## src/rtl/emc_sram_arbiter.sv

```systemverilog
// emc_sram_arbiter: shares the external async SRAM bus between two fabric
// requesters with round-robin grant and setup/strobe/hold/turn sequencing.
module emc_sram_arbiter #(
   parameter int AW      = 26,
   parameter int DW      = 16,
   parameter int WAIT_RD = 2,
   parameter int WAIT_WR = 2
) (
   input  logic          FAB_CLK,
   input  logic          FAB_RESET,
   input  logic          REQ0,
   input  logic          REQ1,
   input  logic          WE0,
   input  logic          WE1,
   input  logic [AW-1:0] ADDR0,
   input  logic [AW-1:0] ADDR1,
   input  logic [DW-1:0] WDATA0,
   input  logic [DW-1:0] WDATA1,
   input  logic [1:0]    BE0,
   input  logic [1:0]    BE1,
   output logic          ACK0,
   output logic          ACK1,
   output logic [DW-1:0] RDATA,
   output logic [AW-1:0] SRAM_AB,
   output logic [1:0]    SRAM_BYTEN_N,
   output logic          SRAM_CS_N,
   output logic          SRAM_OE_N,
   output logic          SRAM_WE_N,
   output logic [DW-1:0] SRAM_DB_O,
   output logic          SRAM_DB_OE,
   input  logic [DW-1:0] SRAM_DB_I
);

   // zero wait states would leave no strobe at all, so clamp to one
   localparam logic [3:0] LP_RD = (WAIT_RD < 1) ? 4'd1 : 4'(WAIT_RD);
   localparam logic [3:0] LP_WR = (WAIT_WR < 1) ? 4'd1 : 4'(WAIT_WR);

   typedef enum logic [2:0] {
      S_IDLE,
      S_SETUP,
      S_STROBE,
      S_HOLD,
      S_TURN
   } state_t;

   state_t        r_state;
   state_t        w_state;
   logic [3:0]    r_cnt;
   logic [3:0]    w_cnt;
   logic          r_ptr;
   logic          w_ptr;
   logic          r_gnt;
   logic          w_gnt;
   logic          r_we;
   logic          w_we;
   logic          r_ack0;
   logic          w_ack0;
   logic          r_ack1;
   logic          w_ack1;
   logic [DW-1:0] r_rdata;
   logic [AW-1:0] r_ab;
   logic [AW-1:0] w_ab;
   logic [1:0]    r_byten_n;
   logic [1:0]    w_byten_n;
   logic          r_cs_n;
   logic          w_cs_n;
   logic          r_oe_n;
   logic          w_oe_n;
   logic          r_we_n;
   logic          w_we_n;
   logic [DW-1:0] r_db_o;
   logic [DW-1:0] w_db_o;
   logic          r_db_oe;
   logic          w_db_oe;

   logic          w_sel;
   logic          w_sel_we;
   logic [AW-1:0] w_sel_addr;
   logic [DW-1:0] w_sel_wdata;
   logic [1:0]    w_sel_be;
   logic          w_last_strobe;

   // r_ptr = 1 means requester 1 wins a tie
   assign w_sel       = REQ1 & (~REQ0 | r_ptr);
   assign w_sel_we    = w_sel ? WE1    : WE0;
   assign w_sel_addr  = w_sel ? ADDR1  : ADDR0;
   assign w_sel_wdata = w_sel ? WDATA1 : WDATA0;
   assign w_sel_be    = w_sel ? BE1    : BE0;

   assign w_last_strobe = (r_state == S_STROBE) && (r_cnt <= 4'd1);

   always_comb begin
      w_state   = r_state;
      w_cnt     = r_cnt;
      w_ptr     = r_ptr;
      w_gnt     = r_gnt;
      w_we      = r_we;
      w_ack0    = 1'b0;
      w_ack1    = 1'b0;
      w_ab      = r_ab;
      w_byten_n = r_byten_n;
      w_cs_n    = r_cs_n;
      w_oe_n    = r_oe_n;
      w_we_n    = r_we_n;
      w_db_o    = r_db_o;
      w_db_oe   = r_db_oe;
      unique case (r_state)
         S_IDLE: begin
            if (REQ0 | REQ1) begin
               w_state   = S_SETUP;
               w_gnt     = w_sel;
               w_ptr     = ~w_sel;
               w_we      = w_sel_we;
               w_ab      = w_sel_addr;
               w_byten_n = ~w_sel_be;
               w_cs_n    = 1'b0;
               w_oe_n    = 1'b1;
               w_we_n    = 1'b1;
               w_db_oe   = w_sel_we;
               w_cnt     = w_sel_we ? LP_WR : LP_RD;
               if (w_sel_we) begin
                  w_db_o = w_sel_wdata;
               end
            end
         end
         S_SETUP: begin
            w_state = S_STROBE;
            w_oe_n  = r_we;
            w_we_n  = ~r_we;
         end
         S_STROBE: begin
            if (r_cnt <= 4'd1) begin
               w_state = S_HOLD;
               w_oe_n  = 1'b1;
               w_we_n  = 1'b1;
            end else begin
               w_cnt = r_cnt - 4'd1;
            end
         end
         S_HOLD: begin
            w_state   = S_TURN;
            w_cs_n    = 1'b1;
            w_db_oe   = 1'b0;
            w_byten_n = 2'b11;
            w_ack0    = ~r_gnt;
            w_ack1    = r_gnt;
         end
         S_TURN: begin
            w_state = S_IDLE;
         end
         default: begin
            w_state = S_IDLE;
         end
      endcase
   end

   always_ff @(posedge FAB_CLK) begin
      if (FAB_RESET) begin
         r_state   <= S_IDLE;
         r_cnt     <= '0;
         r_ptr     <= 1'b0;
         r_gnt     <= 1'b0;
         r_we      <= 1'b0;
         r_ack0    <= 1'b0;
         r_ack1    <= 1'b0;
         r_rdata   <= '0;
         r_ab      <= '0;
         r_byten_n <= 2'b11;
         r_cs_n    <= 1'b1;
         r_oe_n    <= 1'b1;
         r_we_n    <= 1'b1;
         r_db_o    <= '0;
         r_db_oe   <= 1'b0;
      end else begin
         r_state   <= w_state;
         r_cnt     <= w_cnt;
         r_ptr     <= w_ptr;
         r_gnt     <= w_gnt;
         r_we      <= w_we;
         r_ack0    <= w_ack0;
         r_ack1    <= w_ack1;
         r_ab      <= w_ab;
         r_byten_n <= w_byten_n;
         r_cs_n    <= w_cs_n;
         r_oe_n    <= w_oe_n;
         r_we_n    <= w_we_n;
         r_db_o    <= w_db_o;
         r_db_oe   <= w_db_oe;
         if (w_last_strobe && !r_we) begin
            r_rdata <= SRAM_DB_I;
         end
      end
   end

   assign ACK0         = r_ack0;
   assign ACK1         = r_ack1;
   assign RDATA        = r_rdata;
   assign SRAM_AB      = r_ab;
   assign SRAM_BYTEN_N = r_byten_n;
   assign SRAM_CS_N    = r_cs_n;
   assign SRAM_OE_N    = r_oe_n;
   assign SRAM_WE_N    = r_we_n;
   assign SRAM_DB_O    = r_db_o;
   assign SRAM_DB_OE   = r_db_oe;

endmodule

```

## config.mk

```make
export PLATFORM = sky130hd
export DESIGN_NAME = emc_sram_arbiter
export DESIGN_NICKNAME = d
export VERILOG_FILES = /design/src/rtl/emc_sram_arbiter.sv
export SDC_FILE = /design/constraint.sdc
export NUM_CORES = 1
export LEC_CHECK = 0
export CORE_MARGIN = 1.5
export CORE_UTILIZATION = 40
export DETAILED_ROUTE_END_ITERATION = 12
export GPL_ROUTABILITY_DRIVEN = 0
export PLACE_DENSITY_LB_ADDON = 0.08
export SETUP_SLACK_MARGIN = 0.05
export SLEW_MARGIN = 20
export SYNTH_ARGS = -nofsm -noshare
export SYNTH_HDL_FRONTEND = slang
export SYNTH_SLANG_ARGS = --single-unit
```

## constraint.sdc

```tcl
create_clock -name FAB_CLK -period 1.8 [get_ports FAB_CLK]
set_input_delay 0.27 -clock FAB_CLK [delete_from_list [all_inputs] [get_ports FAB_CLK]]
set_output_delay 0.27 -clock FAB_CLK [all_outputs]
set_load 0.03 [all_outputs]
```

# Word-level counts from Yosys, hierarchy flattened

Cells that the tools add are included.

Register bits after elaboration: 76
Latch bits: 0
Bits in writable memories: 0
ROM bits: 0
Bits of input ports: 110
Output and inout port bits: 66
Logic and storage cells: 66
Memories kept: 0

Add/sub/neg operators: 1
Multiply operators: 0
Divide/modulo/power cells: 0
$lt $le $gt $ge: 1
Equal/unequal tests: 6
Shifts and indexed selects: 0
Multiplexer cells: 20
Bitwise logic cells: 9
Reduce and logical (&&, ||, !) cells: 14

Operator list:

| operator                                                        | number |
|---|---|
| two-way mux 26 bit                                              | 1 |
| two-way mux 16 bit                                              | 1 |
| one-hot mux 3 bit (4 select lines)                              | 1 |
| AND reduction 3 bit                                             | 3 |
| two-way mux 4 bit                                               | 2 |
| one-hot mux 4 bit (2 select lines)                              | 1 |
| == test 3 x 2 -> 1 bit (second input constant)                  | 2 |
| two-way mux 3 bit                                               | 2 |
| one-hot mux 1 bit (3 select lines)                              | 2 |
| AND reduction 2 bit                                             | 3 |
| two-way mux 1 bit                                               | 5 |
| inverter 1 bit                                                  | 5 |
| less-or-equal comparator 4 x 1 -> 1 bit (second input constant) | 1 |
| two-way mux 2 bit                                               | 2 |
| inequality test 2 bit (second input constant)                   | 2 |
| one-hot mux 1 bit (2 select lines)                              | 2 |
| one-hot mux 2 bit (2 select lines)                              | 1 |
| nonzero test 2 bit                                              | 2 |
| subtractor 4 x 1 -> 4 bit (second input constant)               | 1 |
| == test 3 x 1 -> 1 bit (second input constant)                  | 1 |
| logical NOT 3 bit                                               | 1 |
| nonzero test 3 bit                                              | 1 |
| logical AND 1 bit                                               | 2 |
| inequality test 2 x 1 -> 1 bit (second input constant)          | 1 |
| other kinds (5)                                                 | 6 |

# Longest topological paths before layout

Gate-level depths: netlist of the first run.

Depth after elaboration: 7
Depth in mapped cells: 7
Gate-level depth less buffers: 6

# Worst setup path after synthesis of the first run

No wires, ideal clock.

Kind: register to register
Start point: reg r_cnt[0]
End point: reg r_rdata[10] (netlist: RDATA[10])
Library setup time: 0.128 ns
Arrival: 1.419 ns
Data required time: 1.672 ns
Slack: 0.253 ns
Cell stages (with the launch flop): 7
Buffers on the path: 1
Clock period less this slack: 1.547 ns
Cells stage by stage: dfxtp_1 inv_1 ha_1 o2111ai_4 buf_6 mux2i_1 nor2_1

Longest elaborated chain between the ends: 3

RTL lines:

| what                                    | line | source |
|---|---|---|
| start, declared                         | 48   | `logic [3:0] r_cnt;` |
| start signal, assigned                  | 176  | `r_cnt <= w_cnt;` |
| less-or-equal comparator 4 x 1 -> 1 bit | 90   | `assign w_last_strobe = (r_state == S_STROBE) && (r_cnt <= 4'd1);` |
| logical AND 1 bit                       | 90   |  |
| logical AND 1 bit                       | 189  | `if (w_last_strobe && !r_we) begin` |
| end signal, assigned                    | 166  | `r_rdata <= '0;` |
| end signal, assigned                    | 190  | `r_rdata <= SRAM_DB_I;` |
| end, declared                           | 60   | `logic [DW-1:0] r_rdata;` |

No other way between the ends.
A chain may end at the register's enable or synchronous reset.

# Worst setup path after layout of the first run

Start point: reg r_ab[24] (netlist: SRAM_AB[24])
End point: out SRAM_AB[24]

RTL lines:

| what                   | line | source |
|---|---|---|
| start, declared        | 61   | `logic [AW-1:0] r_ab;` |
| start signal, assigned | 182  | `r_ab <= w_ab;` |
| end, declared          | 24   | `output logic [AW-1:0] SRAM_AB,` |

No word-level cell between the ends.

==> results of run 1 <==
[final timing paths]
check,from,end,slack [ns],cells after the start
worst max-delay path,SRAM_AB[24],SRAM_AB[24],0.13,1
worst min-delay path,FAB_RESET,RDATA[0],0.28,2
worst max register to register,r_cnt[0],r_cnt[3],0.20,6
worst min register to register,SRAM_CS_N,SRAM_CS_N,0.45,2
[cell usage in the layout (no fill, tap or decap), types with 2 or more instances in the layout]
| cell | n |
|---|---|
| mux2_2 | 2 |
| nor2_1 | 48 |
| and2_1 | 2 |
| nand2_1 | 6 |
| o21ai_0 | 19 |
| nor4_1 | 2 |
| buf_4 | 15 |
| inv_1 | 22 |
| ha_1 | 2 |
| dfxtp_1 | 76 |
| a211oi_1 | 27 |
| clkbuf_8 | 10 |
| a21oi_1 | 7 |
| nand2b_1 | 2 |
| nor2b_1 | 17 |
| bufinv_16 | 2 |
| buf_12 | 6 |
| nor3_1 | 6 |
| a221oi_1 | 10 |
| nand3_1 | 2 |
| mux2i_1 | 42 |
| o211ai_1 | 2 |
| clkdlybuf4s50_1 | 174 |
| a221oi_2 | 6 |
| o31ai_1 | 18 |
[cell families after synthesis]
kind of cell / after synthesis / share of synthesized area, %
buf+inv: 51 / 6.99
fa+ha+maj: 2 / 0.717
compound gates: 99 / 21.9
xor+xnor: 2 / 0.502
simple gates: 94 / 13.6
mux: 44 / 12.7
flops: 76 / 43.6
[synthesized netlist by cell type (3+ instances only)]
cell type / instances / area share, %
dfxtp_1: 76 / 44
nor2_1: 49 / 5.3
mux2i_1: 42 / 12
a211oi_1: 27 / 5.8
inv_1: 22 / 2.4
o21ai_0: 19 / 2.7
o31ai_1: 18 / 3.9
nor2b_1: 17 / 3.0
clkbuf_1: 13 / 1.4
a221oi_1: 10 / 2.5
buf_2: 9 / 1.3
a21oi_1: 7 / 1.0
a221oi_2: 6 / 2.6
nand2_1: 6 / 0.65
nor3_1: 6 / 0.86
buf_6: 4 / 1.3
buf_4: 3 / 0.65
[layer usage]
| metal | routed length [um] | part of all wire, % | global-route usage (%) | up-vias |
|---|---|---|---|---|
| met5 | 0 | 0 | 0 | - |
| met4 | 129 | 1.3 | 8.45 | 0 |
| met3 | 793 | 8.3 | 5.16 | 12 |
| met2 | 4660 | 49 | 34.9 | 130 |
| met1 | 4010 | 42 | 25.1 | 1555 |
| li1 | - | - | - | 1681 |
[metrics by stage]
step / instance area, sq um / hold slack (ns) / std cells / total power [W]
finish: 5660 / 0.284 / 655 / 0.00559
global route: 5660 / 0.301 / 655 / 0.00588
CTS: 5660 / 0.278 / 655 / 0.00564
detailed placement: 5440 / 0.444 / 640 / 0.00421
global placement: 5440 / 0.432 / 640 / 0.00417
floorplan: 3490 / 0.406 / 368 / 0.00329
[power groups by stage]
stage	Clock, W	Sequential, W	Combinational (W)
2_1_floorplan	0	0.00249	0.000794
3_3_place_gp	0	0.00208	0.00209
3_5_place_dp	0	0.00210	0.00211
4_1_cts	0.00146	0.00206	0.00212
5_1_grt	0.00153	0.00209	0.00226
6_report	0.00142	0.00206	0.00210
[layout make-up]
type | count | share of cell area, %
Timing Repair Buffer | 196 | 35.0
Sequential cell | 76 | 26.9
Clock inverter | 4 | 1.30
Multi-Input combinational cell | 241 | 30.5
Clock buffer | 11 | 2.50
Inverter | 22 | 1.46
Tap cell | 105 | 2.32
[flip-flops by register name (all words and copies together), names as in the netlist, 2 cells and up]
register and cells:
SRAM_AB 26, RDATA 16, r_cnt 4, SRAM_BYTEN_N 2, SRAM_DB_O 16, r_state 3
==> run_results.csv, run 1 <==
group,metric,value,unit
outcome,status,"completed",
final_layout,drive_gt1_share,9.64,%
floorplanning,num_io_pins,176,
power_and_ir_drop,swShare,33.1,%
critical_path,worstSetupPathType,"flip-flop to output pin",
global_routing,grt_max_degree,27,
clock_tree,hold_buffers,0,
sta,finalWorstSetupSlack,0.126,ns
hold_path,hp-class,"input pin to flip-flop",
floorplanning,row_count,33,
sta,min_period,1.67,ns
global_routing,grt_pass1_vias,3142,
sta,finalCritPeriodShare,93.0,%
route,num_vias,3378,
final_layout,seqCellArea,1520,sq um
final_layout,num-fill-cells,692,
sta,relSlewSlack,61.7,%
placement,place_ws,-0.0313,ns
logic_synthesis,yosysWarnings,0,
sta,hold_viol_final,0,
placement,dp_hpwl,7190,um
global_routing,grt_pass1_wl,14800,um
clock_tree,cts_max_level,3,
logic_synthesis,synth_nets,480,
power_and_ir_drop,netSwitchingPower,0.00185,W
logic_synthesis,avgSynthCellArea,9.48,sq um
critical_path,crit_chain,"clkdlybuf4s50_1",
sta,final-setup-viol-count,0,
critical_path,cpMaxStageDelayCell,"clkdlybuf4s50_1",
logic_synthesis,synth_ff_type,"dfxtp_1",
critical_path,crit_path_start_kind,"flip-flop",
critical_path,worstPathBufferInverterCount,1,
route,postRouteAntennaNets,0,
logic_synthesis,synth-seq-cells,76,
global_routing,antenna_found_initial,0,
floorplanning,initial_core_util,41.8,%
logic_synthesis,synthCells,368,
run,cap_violations,0,
power_and_ir_drop,pwr-share-clk,25.4,%
sta,clock.fmax,597,MHz
clock_tree,ctsResizeCount,0,
logic_synthesis,ys_async_sr_fraction,0,%
sta,finalSetupTns,0,ns
critical_path,worstPathArrival,1.40,ns
sta,clock_skew,0.00985,ns
final_layout,syn_to_final_growth,62.1,%
power_and_ir_drop,irDropWorstVdd,523,uV
route,drc,0,
global_routing,gr-usage-all-layers,20.7,%
clock_tree,cts_tree,"yes",
power_and_ir_drop,combinationalPowerShare,37.7,%
clock_tree,cts_buffers,9,
critical_path,required,1.53,ns
final_layout,fin_nets,658,
critical_path,cpPeakStageDelay,0.69,ns
power_and_ir_drop,power_density,987,nW/um^2
power_and_ir_drop,intPower,0.00373,W
floorplanning,die_w,96.4,um
critical_path,end_kind,"output pin",
critical_path,crit_family,"buffers and inverters",
logic_synthesis,synth-edff-count,0,
critical_path,cp_max_fo,2,
clock_tree,cts_buffer_depth,2,
sta,drv_slew,0,
clock_tree,clkSinkCount,76,
global_routing,overflow,0,
power_and_ir_drop,power.leakage,2.29,nW
logic_synthesis,netlist_area,3490,sq um
route,routedWlPerCell,14.6,um
final_layout,fin_util,67.8,%
floorplanning,dieArea,9290,sq um
floorplanning,fp.coreArea,8340,sq um
power_and_ir_drop,p_seq_share,36.9,%
logic_synthesis,ys_seq_area_share,43.6,%
sta,rsz0062_at_grt,"yes",
route,drt_iter0_drc,118,
final_layout,multiInputGateArea,1730,sq um
route,vias_per_cell,5.16,
sta,worstMarginPinSlew,0.574,ns
route,drt-total-wl,9590,um
floorplanning,die_h,96.4,um
route,dr.pass1.iters,4,
clock_tree,cts.clk_slew.worst_paths,0.08,ns
logic_synthesis,ys_types,44,
final_layout,diodes,0,
clock_tree,cts_root_buffer,"clkbuf_8",
clock_tree,insertion_delay,0.34,ns
clock_tree,post_cts_buffers,0,
placement,io_buffers,175,
Power figures use the tool's default switching activity.
==> run 2: changes to the inputs <==
--- a/config.mk
+++ b/config.mk
@@ -5,12 +5,14 @@
 export SDC_FILE = /design/constraint.sdc
 export NUM_CORES = 1
 export LEC_CHECK = 0
+export CAP_MARGIN = 20
 export CORE_MARGIN = 1.5
 export CORE_UTILIZATION = 40
 export DETAILED_ROUTE_END_ITERATION = 12
 export GPL_ROUTABILITY_DRIVEN = 0
 export PLACE_DENSITY_LB_ADDON = 0.08
 export SETUP_SLACK_MARGIN = 0.05
+export SKIP_CTS_REPAIR_TIMING = 1
 export SLEW_MARGIN = 20
 export SYNTH_ARGS = -nofsm -noshare
 export SYNTH_HDL_FRONTEND = slang
==> results of run 2 <==
The final DEF is identical to that of run 1; final timing and power are the same.
==> run 3: changes to the inputs <==
--- a/config.mk
+++ b/config.mk
@@ -10,7 +10,7 @@
 export CORE_UTILIZATION = 40
 export DETAILED_ROUTE_END_ITERATION = 12
 export GPL_ROUTABILITY_DRIVEN = 0
-export PLACE_DENSITY_LB_ADDON = 0.08
+export PLACE_DENSITY = 0.8
 export SETUP_SLACK_MARGIN = 0.05
 export SKIP_CTS_REPAIR_TIMING = 1
 export SLEW_MARGIN = 20
==> run_results.csv, run 3 (synthesized netlist as in run 1, its figures left out) <==
group,metric,value,unit
clock_tree,clkSinkCount,76,
sta,min_period,1.65,ns
power_and_ir_drop,power.leakage,2.25,nW
global_routing,overflow,0,
global_routing,antenna_found_initial,0,
route,drt-total-wl,9670,um
final_layout,final_cell_mix,"174 x clkdlybuf4s50_1, 76 x dfxtp_1, 48 x nor2_1, 42 x mux2i_1, 27 x a211oi_1",
floorplanning,initial_core_util,41.8,%
route,drt_iter0_drc,172,
floorplanning,dieArea,9290,sq um
power_and_ir_drop,swShare,33.8,%
power_and_ir_drop,power_density,989,nW/um^2
global_routing,grt_pass1_wl,15100,um
final_layout,num-fill-cells,699,
route,vias_per_cell,5.15,
final_layout,drive_gt1_share,8.81,%
power_and_ir_drop,power.total,0.00554,W
floorplanning,num_io_pins,176,
hold_path,hp-class,"input pin to flip-flop",
placement,io_buffers,175,
critical_path,end_kind,"output pin",
sta,drv_slew,0,
global_routing,grt_pass1_vias,3260,
sta,hold_viol_final,0,
sta,rsz0062_at_grt,"no",
critical_path,worstPathArrival,1.38,ns
floorplanning,row_count,33,
route,dr.pass1.iters,4,
route,postRouteAntennaNets,0,
final_layout,finalNonFillerCells,650,
sta,relSlewSlack,64.1,%
clock_tree,cts_max_level,3,
critical_path,cpMaxStageDelayCell,"clkdlybuf4s50_1",
clock_tree,cts_buffer_depth,2,
sta,finalSetupTns,0,ns
route,num_vias,3349,
final_layout,syn_to_final_growth,60.5,%
critical_path,crit_chain,"clkdlybuf4s50_1",
critical_path,crit_path_start_kind,"flip-flop",
final_layout,largest_reg_flops,26,
sta,worstMarginPinSlew,0.538,ns
run,cap_violations,0,
placement,place_ws,-0.0368,ns
final_layout,diodes,0,
outcome,status,"completed",
critical_path,worstPathBufferInverterCount,1,
route,routedWlPerCell,14.9,um
critical_path,crit_family,"buffers and inverters",
critical_path,worstSetupPathType,"flip-flop to output pin",
global_routing,gr-usage-all-layers,21.2,%
floorplanning,fp.coreArea,8340,sq um
clock_tree,cts_root_buffer,"clkbuf_8",
power_and_ir_drop,irDropWorstVdd,489,uV
clock_tree,cts_tree,"yes",
final_layout,fin_nets,652,
route,drc,0,
critical_path,cpPeakStageDelay,0.69,ns
power_and_ir_drop,netSwitchingPower,0.00187,W
sta,finalCritPeriodShare,91.7,%
sta,final-setup-viol-count,0,
power_and_ir_drop,pwr-share-clk,25.5,%
power_and_ir_drop,intPower,0.00367,W
power_and_ir_drop,p_seq_share,37.4,%
floorplanning,die_w,96.4,um
power_and_ir_drop,combinationalPowerShare,37.1,%
sta,clock_skew,0.0101,ns
floorplanning,die_h,96.4,um
sta,finalWorstSetupSlack,0.150,ns
critical_path,r2r_slack,0.18,ns
sta,clock.fmax,606,MHz
placement,placedCellCount,634,
global_routing,grt_max_degree,42,
clock_tree,cts.clk_slew.worst_paths,0.09,ns
final_layout,mostFrequentLayoutCell,"clkdlybuf4s50_1",
placement,dp_hpwl,7310,um
critical_path,cp_max_fo,2,
clock_tree,insertion_delay,0.33,ns
critical_path,required,1.53,ns
clock_tree,cts_buffers,9,
final_layout,fin_util,67.2,%
run 3: cell count changes in the layout (fill, tap and decap cells not counted), sizes merged:
cell,before,now
buf,22,16
clkinvlp,0,2
clkbuf,11,10
run 3: metrics by stage:
step	hold WS [ns]	area [sq um]
final	0.311	5600
after floorplan	0.406	3490
after global placement	0.430	5380
after CTS	0.297	5600
after detailed placement	0.426	5380
after global routing	0.298	5600
run 3: final timing paths:
| check | from | to | depth (start not counted) |
|---|---|---|---|
| setup / recovery | RDATA[13] | RDATA[13] | 1 |
| setup reg to reg | r_state[2] | SRAM_AB[19] | 5 |
| hold reg to reg | SRAM_CS_N | SRAM_CS_N | 2 |
| hold / removal | FAB_RESET | r_gnt | 2 |
run 3: per-layer routing:
layer / GRT usage, % / vias to the layer above / share of wire (%)
li1: - / 1669 / -
met1: 25.8 / 1527 / 41
met2: 35.7 / 146 / 49
met3: 6.57 / 7 / 9.2
met4: 6.52 / 0 / 0.85
met5: 0 / - / 0
run 3: cell type report:
type | instances | area (sq um) | share of cell area [%]
Sequential cell | 76 | 1520 | 27.2
Tap cell | 105 | 131 | 2.35
Multi-Input combinational cell | 241 | 1730 | 30.8
Inverter | 22 | 82.6 | 1.47
Clock buffer | 10 | 128 | 2.28
Clock inverter | 6 | 88.8 | 1.59
Timing Repair Buffer | 190 | 1920 | 34.3
run 3: power groups by stage:
| stage | Clock [W] | Sequential, W | Combinational (W) |
|---|---|---|---|
| final | 0.00141 | 0.00207 | 0.00205 |
| after global routing | 0.00153 | 0.00210 | 0.00221 |
| after CTS | 0.00145 | 0.00208 | 0.00206 |
| after detailed placement | 0 | 0.00211 | 0.00205 |
| after global placement | 0 | 0.00210 | 0.00202 |
| after floorplan | 0 | 0.00249 | 0.000794 |
run 3: worst reg2reg max path, cell delays in order (launching register included):
cell and delay [ns]:
dfxtp_1 0.40, nor3_4 0.31, o21a_2 0.28, buf_4 0.24, nor2_1 0.06, a211oi_1 0.24
==> edit (flow settings as in run 2) <==
Reset style: asynchronous (`FAB_RESET`), changed in one clocked block.
--- a/src/rtl/emc_sram_arbiter.sv
+++ b/src/rtl/emc_sram_arbiter.sv
@@ -155,5 +155,5 @@
    end
 
-   always_ff @(posedge FAB_CLK) begin
+   always_ff @(posedge FAB_CLK or posedge FAB_RESET) begin
       if (FAB_RESET) begin
          r_state   <= S_IDLE;
Check against the original RTL: differs if FAB_RESET is asserted again (counterexample within 4 cycles, from zero or initial values and one cycle with FAB_RESET high); with FAB_RESET held inactive, the same outputs for 10 cycles.
==> edit against run 2 <==
Routed wire length decreased by 10%; design area unchanged; worst setup slack got worse by 0.023 ns; first-iteration DRC count decreased by 36%; hold slack got worse by 0.020 ns; sequential cell count unchanged; utilization increased by 1.4 points; critical path type is now reg -> reg; synthesized area decreased by 3.8%; critical path depth increased by 5; highest routed layer unchanged.
Power is not compared: it rests on default switching activity, and its combinational part moved more than twofold at a synthesized area within 25%.
==> edit: results (changes against run 2) <==
metric,value,unit,change
CP Class,reg -> reg,,
wire per inst,14.3,µm,-2.2%
Worst path max stage delay,0.40,ns,-0.29 ns
vias in the first global route,2745,,-13%
Yosys cell types,38,,-14%
Hold WS,0.264,ns,-0.0203 ns
"Buffers, non-clock",194,,-1.0%
comb_multi_in,188,,-22%
# nets final,603,,-8.4%
dpl hpwl,6490,µm,-9.7%
main area contributors after synthesis,"dfrtp_1 53%, mux2i_1 7.8%, o21ai_0 5.1%",,
fraction of area in multi-input gates,0.230,,-0.0759
reg2reg setup slack,0.10,ns,-0.10 ns
Synth Area per Inst,11.1,µm²,+17%
GRT Total Usage,0.191,,-0.0160
CP Capture Point,RDATA[2],,
final worst slack,0.103,ns,-0.0226 ns
clk tree area frac,0.0422,,+0.00420
worst-path maximum fanout,16,,+14
worst min path class,in -> async,,
core area,0.00818,mm²,-2.0%
CP top delay family,flip-flops,,
DR iter-0 viols,76,,-36%
Register Area,0.00191,mm²,+25%
worst slack at placement,0.0182,ns,+0.0495 ns
crit path DAT,1.92,ns,+0.52 ns
total wire length,8610,µm,-10%
commonest cells in the netlist,"71 x dfrtp_1, 34 x o21ai_0, 30 x nand2_1, 26 x mux2i_1",,
Reg-to-Reg Start,r_cnt[1],,
Placed Instances,585,,-8.6%
Rel. slew slack,0.688,,+0.0716
largest net degree at the start of global routing,51,,+89%
CLK BUF,9,,-2
Post-Syn Nets,415,,-14%
vias post-DR,2902,,-14%
Post-DP Area,0.00539,mm²,-0.90%
Final non-clock buffer share,0.352,,+0.00265
outcome,completed,,
[edit: cell types whose count changed after synthesis, sizes merged, moves of 16 or more]
cell | before | now
a221oi | 16 | 0
o31ai | 18 | 2
a211oi | 27 | 0
mux2 | 2 | 18
mux2i | 42 | 26
nand2 | 7 | 31
dfxtp | 76 | 0
nor2 | 49 | 9
o22ai | 0 | 16
dfrtp | 0 | 71
nor2b | 17 | 1
[edit: kinds of logic (layout without fill, tap and decap cells)]
| kind of cell | count (synthesis) | in the layout | share of synthesized area |
|---|---|---|---|
| compound gates | 87 | 87 | 0.147 |
| xor+xnor | 1 | 1 | 0.00261 |
| fa+ha+maj | 2 | 2 | 0.00746 |
| buf+inv | 39 | 232 | 0.0529 |
| flops | 76 | 76 | 0.569 |
| mux | 44 | 44 | 0.149 |
| simple gates | 54 | 54 | 0.0727 |
[edit: layer usage]
layer	track usage	wire, µm	up-vias
li1	-	-	1426
met1	0.235	3620	1350
met2	0.317	4140	119
met3	0.0644	773	7
met4	0.0585	72	0
met5	0	0	-
